===== src/rtl/input_debouncer.sv =====
// Two-flop synchronizer plus a four-state debounce FSM for one asynchronous input.
// Produces a registered debounced level and single-cycle rise/fall strobes.
module input_debouncer #(
    parameter int unsigned STABLE_CNT = 50000,
    parameter int unsigned CNT_W      = 16
) (
    input  logic clk_i,
    input  logic nrst_i,
    input  logic en_i,
    input  logic raw_i,
    output logic level_o,
    output logic rise_o,
    output logic fall_o
);

    typedef enum logic [1:0] {
        StLow,
        StWaitHigh,
        StHigh,
        StWaitLow
    } state_e;

    localparam logic [CNT_W-1:0] CntLast = CNT_W'(STABLE_CNT - 1);
    localparam logic [CNT_W-1:0] CntOne  = CNT_W'(1);

    logic             sync1_q;
    logic             sync_s_q;
    state_e           state_q;
    logic [CNT_W-1:0] cnt_q;
    logic             level_q;
    logic             rise_q;
    logic             fall_q;

    // Synchronizer runs regardless of en_i so a resumed FSM sees fresh data.
    always_ff @(posedge clk_i or negedge nrst_i) begin
        if (!nrst_i) begin
            sync1_q  <= 1'b0;
            sync_s_q <= 1'b0;
        end else begin
            sync1_q  <= raw_i;
            sync_s_q <= sync1_q;
        end
    end

    always_ff @(posedge clk_i or negedge nrst_i) begin
        if (!nrst_i) begin
            state_q <= StLow;
            cnt_q   <= '0;
            level_q <= 1'b0;
            rise_q  <= 1'b0;
            fall_q  <= 1'b0;
        end else begin
            rise_q <= 1'b0;
            fall_q <= 1'b0;
            if (en_i) begin
                unique case (state_q)
                    StLow: begin
                        if (sync_s_q) begin
                            state_q <= StWaitHigh;
                            cnt_q   <= CntOne;
                        end else begin
                            cnt_q <= '0;
                        end
                    end
                    StWaitHigh: begin
                        if (!sync_s_q) begin
                            state_q <= StLow;
                            cnt_q   <= '0;
                        end else if (cnt_q == CntLast) begin
                            state_q <= StHigh;
                            cnt_q   <= '0;
                            level_q <= 1'b1;
                            rise_q  <= 1'b1;
                        end else begin
                            cnt_q <= cnt_q + CntOne;
                        end
                    end
                    StHigh: begin
                        if (!sync_s_q) begin
                            state_q <= StWaitLow;
                            cnt_q   <= CntOne;
                        end else begin
                            cnt_q <= '0;
                        end
                    end
                    StWaitLow: begin
                        if (sync_s_q) begin
                            state_q <= StHigh;
                            cnt_q   <= '0;
                        end else if (cnt_q == CntLast) begin
                            state_q <= StLow;
                            cnt_q   <= '0;
                            level_q <= 1'b0;
                            fall_q  <= 1'b1;
                        end else begin
                            cnt_q <= cnt_q + CntOne;
                        end
                    end
                    default: begin
                        state_q <= StLow;
                        cnt_q   <= '0;
                    end
                endcase
            end
        end
    end

    assign level_o = level_q;
    assign rise_o  = rise_q;
    assign fall_o  = fall_q;

endmodule


===== config.mk =====
export PLATFORM = sky130hd
export DESIGN_NAME = input_debouncer
export DESIGN_NICKNAME = d
export VERILOG_FILES = /design/src/rtl/input_debouncer.sv
export SDC_FILE = /design/constraint.sdc
export NUM_CORES = 1
export LEC_CHECK = 0
export BUFFER_PORTS_ARGS = -buffer_cell sky130_fd_sc_hd__buf_2
export CELL_PAD_IN_SITES_DETAIL_PLACEMENT = 1
export CELL_PAD_IN_SITES_GLOBAL_PLACEMENT = 1
export CORE_MARGIN = 2
export CORE_UTILIZATION = 41
export DETAILED_ROUTE_END_ITERATION = 12
export PLACE_DENSITY = 0.73
export SLEW_MARGIN = 5
export SYNTH_ARGS = -nofsm -noshare
export SYNTH_HDL_FRONTEND = slang
export SYNTH_SLANG_ARGS = --single-unit

===== constraint.sdc =====
create_clock -name clk_i -period 1.8 [get_ports clk_i]
set_input_delay 0.36 -clock clk_i [delete_from_list [all_inputs] [get_ports clk_i]]
set_output_delay 0.36 -clock clk_i [all_outputs]
set_load 0.01 [all_outputs]

Yosys cells after proc, flatten, opt, wreduce, memory -nomap -nowiden
Index checks and enable logic that the tools add are counted.
Widths: inputs -> output; s select.
- register bits: 23
- word-level logic and storage cells: 49
- muxes and demuxes: 25
- equal/unequal tests: 12
- add/sub/neg operators: 1
- reductions and logical operators: 4
- operators with widths (operator ; count):
    $pmux 16 s4 ; 1
    $mux 16 ; 3
    $add 16x1->16 const B ; 1
    $eq 16x16->1 const B ; 1
    $mux 1 ; 13
    $mux 2 ; 6
    $ne 2x2->1 const B ; 6
    $pmux 2 s4 ; 1
    $ne 3x3->1 const B ; 2
    $reduce_and 6->1 ; 1
    $reduce_and 5->1 ; 1
    $eq 2x2->1 const B ; 2
    $eq 2x1->1 const B ; 1
    $logic_not 2->1 ; 1
    $pmux 1 s2 ; 1
    $reduce_bool 2->1 ; 1

Logic depth before layout (Yosys ltp)
- depth after elaboration: 5
- depth in mapped cells: 6
- depth with buffers taken out: 5

Least setup slack after synthesis
Ideal clock, no wire load.
- path type: register to register
- start point: register cnt_q[5]
- end point: register cnt_q[1]
- data required time: 1.666 ns
- period minus slack after synthesis: 1.794 ns
- data arrival time: 1.660 ns
- stages on the path, launching flop included: 5
- setup slack: 0.006 ns
- cells stage by stage: dfrtp_1 -> or4b_4 -> or4_4 -> nand3_2 -> o22ai_1
- word-level cells in the longest chain between the ends: 4
- elaborated cells on any way between the ends: 5
- ends and longest elaborated chain (item ; line ; RTL):
    from (decl) ; 29 ; logic [CNT_W-1:0] cnt_q;
    from (signal assigned) ; 60 ; cnt_q <= CntOne;
    from (signal assigned) ; 75 ; cnt_q <= cnt_q + CntOne;
    from (signal assigned) ; 81 ; cnt_q <= CntOne;
    $eq 16x16->1 (*) ; 69, 90 ;
    $mux 16 (*) ; 69, 90 ;
    $mux 16, on equally long branches ; 87, 66 ;
    $pmux 16 s4 (*) ; 56 ; unique case (state_q)
Every way passes the cells marked *; elsewhere a longest branch is shown, timed or not.
A chain may end at the register's enable or synchronous reset.

Final worst setup path
- start point: register cnt_q[7]
- end point: register cnt_q[1]
Same word-level chain as after synthesis.

==> flow_metrics.tcl <==
set metrics [dict create \
    status "finished with violations" \
    violations "negative setup slack" \
    cp.arrival_ns 2.03 \
    dieHeight_um 57.6 \
    setup.worst_path.start_class "flip-flop" \
    cp_num_buf_inv 0 \
    synth_compound_area_share_pct 6.69 \
    cts_tree "built" \
    grt_pass1_vias 1002 \
    synth_nets 123 \
    async_flop_share_pct 100 \
    irDropWorstVdd_mv 0.434 \
    synth_mux_area_share_pct 0.955 \
    internal_power_w 0.000641 \
    die_area_um2 3320 \
    clk_latency_ns 0.31 \
    dp_cells 165 \
    p_clk_share_pct 28.3 \
    grt_pass1_wl_um 5020 \
    antenna_found_initial 0 \
    cp_cell_sequence "or4b_4 > or4_4 > nand3_2 > o22ai_2" \
    io-pin-count 7 \
    first_pass_iters 4 \
    setup_viol 4 \
    cts-buffers-inserted 3 \
    p_sw_w 0.000215 \
    report.final.slew_viol_count 0 \
    ff2ff_setup_slack_ns -0.03 \
    maxCapViolCount 0 \
    drt_iter0_drc 37 \
    grt_max_degree 24 \
    fmax_mhz 547 \
    end_kind "flip-flop" \
    fin_skew_ns 0.00549 \
    cts_max_level 1 \
    cts_root_buf "clkbuf_4" \
    worst-r2r-cell-count 4 \
    worstPathMaxFanout 3 \
    drive_above_1_share_pct 34.3 \
    netlist_instances 118 \
    pwr_density_cell_nw_per_um2 573 \
    core_area_um2 2730 \
    postPlaceCellArea_um2 1340 \
    cp.required_ns 2.01 \
    synth-simple-area-share_pct 28.8 \
    swShare_pct 25.1 \
    syn_area_um2 1180 \
    pre_cts_slack_ns -0.0228 \
    dp_hpwl_um 2110 \
    routedWlPerCell_um 17.3 \
    cts_hold_buf 0 \
    gr-usage-met3_pct 2.01 \
    via_count 997 \
    synth-edff-count 0 \
    ys_ff_latch 23 \
    synth-main-ff-cell "dfrtp_1" \
    synth_cell_types 38 \
    max_stage_delay_ns 0.58 \
    leakage_nw 0.592 \
    finalHoldWorstSlack_ns 0.000213 \
    regArea_um2 577 \
    grt_busiest_layer "met2" \
    fp.dieW_um 57.6 \
    rows 19 \
    initial_utilization_pct 43.1 \
    worst-setup-path-type "flip-flop to flip-flop" \
    vias_per_cell 5.73 \
    final_nets 149 \
    cp.depth 4 \
    synth_xor_xnor_area_share_pct 9.66 \
    cts_buffer_depth 2 \
    yosys_warnings 0 \
    synth_top_family_by_area "simple AND/OR/NAND/NOR gates" \
    layout-area-overhead-vs-synth_pct 26.6 \
    multi_input_comb_area_um2 634 \
    drc 0 \
    power_w 0.000856 \
    diodes 0 \
    tightest_slew_ns 0.520 \
    synthAdderAreaFrac_pct 1.06 \
    fin_cells 174 \
    worstReg2RegEnd "cnt_q[1]$_DFFE_PN0P_" \
    path_delay_family "simple AND/OR/NAND/NOR gates" \
    ys_seq_area_share_pct 48.8 \
    place_congestion 0.826 \
    hold_viol 0 \
    port_buffers 6 \
    fill_cells 317 \
    seq_power_share_pct 63.1 \
    grt.met2_usage_pct 32.0 \
    met1_usage_pct 28.5 \
    fin_crit_sh_pct 102 \
    setup_slack_ns -0.0287 \
    hp-class "primary input to async pin" \
    avgSynthCellArea_um2 9.99 \
    r2r-start "cnt_q[7]$_DFFE_PN0P_" \
    postLayoutCellArea_um2 1490 \
    combPwrFrac_pct 8.6 \
    grt_setup_unrepaired "yes" \
    clk_pin_slew_worst_paths_ns 0.13 \
    ant_nets 0 \
    slew_headroom_pct 65.3 \
    slowest_stage "or4_4" \
    min_period_ns 1.83 \
    drt_wl_total_um 3010 \
    track_usage_pct 20.0 \
    cts.sinks 23 \
    gr-total-overflow 0 \
]
## metrics by stage
| step | util, % | TNS [ns] |
|---|---|---|
| floorplan | - | 0 |
| global placement | 48.8 | 0 |
| detailed placement | 48.8 | -0.115 |
| CTS | 51.4 | -0.0443 |
| global route | 54.6 | -0.251 |
| finish | 54.6 | -0.0697 |
## worst max path at each step
stage | from | end | slack [ns]
final | cnt_q[7]$_DFFE_PN0P_ | cnt_q[1]$_DFFE_PN0P_ | -0.03
after global routing | cnt_q[7]$_DFFE_PN0P_ | cnt_q[1]$_DFFE_PN0P_ | -0.06
after CTS | cnt_q[12]$_DFFE_PN0P_ | cnt_q[1]$_DFFE_PN0P_ | -0.02
after detailed placement | cnt_q[5]$_DFFE_PN0P_ | cnt_q[13]$_DFFE_PN0P_ | -0.02
after global placement | cnt_q[5]$_DFFE_PN0P_ | level_o$_DFFE_PN0P_ | 0.04
after floorplan | cnt_q[5]$_DFFE_PN0P_ | cnt_q[1]$_DFFE_PN0P_ | 0.006
## area by class of cell
class	instances	share of cell area (%)
Clock inverter	1	0.335
Sequential cell	23	38.6
Timing Repair Buffer	26	12.9
Clock buffer	3	1.51
Inverter	6	1.51
Tap cell	31	2.60
Multi-Input combinational cell	84	42.5
## synth_stat cells (2+ instances only)
master	n	share of area [%]
nand2_1	8	2.5
dfrtp_1	23	49
nand4_1	7	3.7
xor2_1	3	2.2
nand3_1	4	1.7
o22ai_1	2	1.1
nor3_1	3	1.3
nor4_1	6	3.2
clkbuf_1	2	0.64
nor2_1	17	5.4
nand4b_1	2	1.5
inv_1	6	1.9
xnor2_1	10	7.4
## kinds of logic after synthesis
group	Yosys count
simple gates	59
buf+inv	11
compound gates	10
fa+ha+maj	1
mux	1
flops	23
xor+xnor	13
## metal layers
layer  vias up  share of wire [%]
met5         -                  0
met4         0                2.0
met3         6                3.4
met2        18                 47
met1       499                 48
li1        474                  -
## worst reg2reg max path: stages, from the launching register on
cell and delay, ns:
dfrtp_1 0.41, or4b_4 0.54, or4_4 0.58, nand3_2 0.12, o22ai_2 0.07
## state kept, by name, indices dropped and copies added (netlist names), named ones only
name,flops
cnt_q,16
fall_o,1
level_o,1
rise_o,1
state_q,1
sync1_q,1
sync_s_q,1
## timing repair
item / CTS / global route
setup endpoints to repair: 17 / 19
resized for setup: 3 / 10
buffers inserted: 2 / 3
pin swaps: 6 / 7
## layout by cell type, fill, tap and decap left out, drive strengths merged, types with 2 or more instances in the layout
cell type  synthesis  routed
nand3              5       5
nand2              8       8
nand4              7       7
nand4b             2       2
o22ai              3       3
nor3               3       3
xnor2             10      10
dfrtp             23      23
nor4               7       7
buf                2      26
clkbuf             3       3
inv                6       6
or4                2       2
xor2               3       3
nor2              17      17
## power groups by stage
stage / logic [W] / clock network (W) / registers [W]
2_1_floorplan: 0.0000314 / 0 / 0.000545
3_3_place_gp: 0.0000578 / 0 / 0.000547
3_5_place_dp: 0.0000600 / 0 / 0.000547
4_1_cts: 0.0000702 / 0.000251 / 0.000538
5_1_grt: 0.0000822 / 0.000273 / 0.000542
6_report: 0.0000732 / 0.000243 / 0.000540
Note: power is estimated with default switching activity, not from simulation.
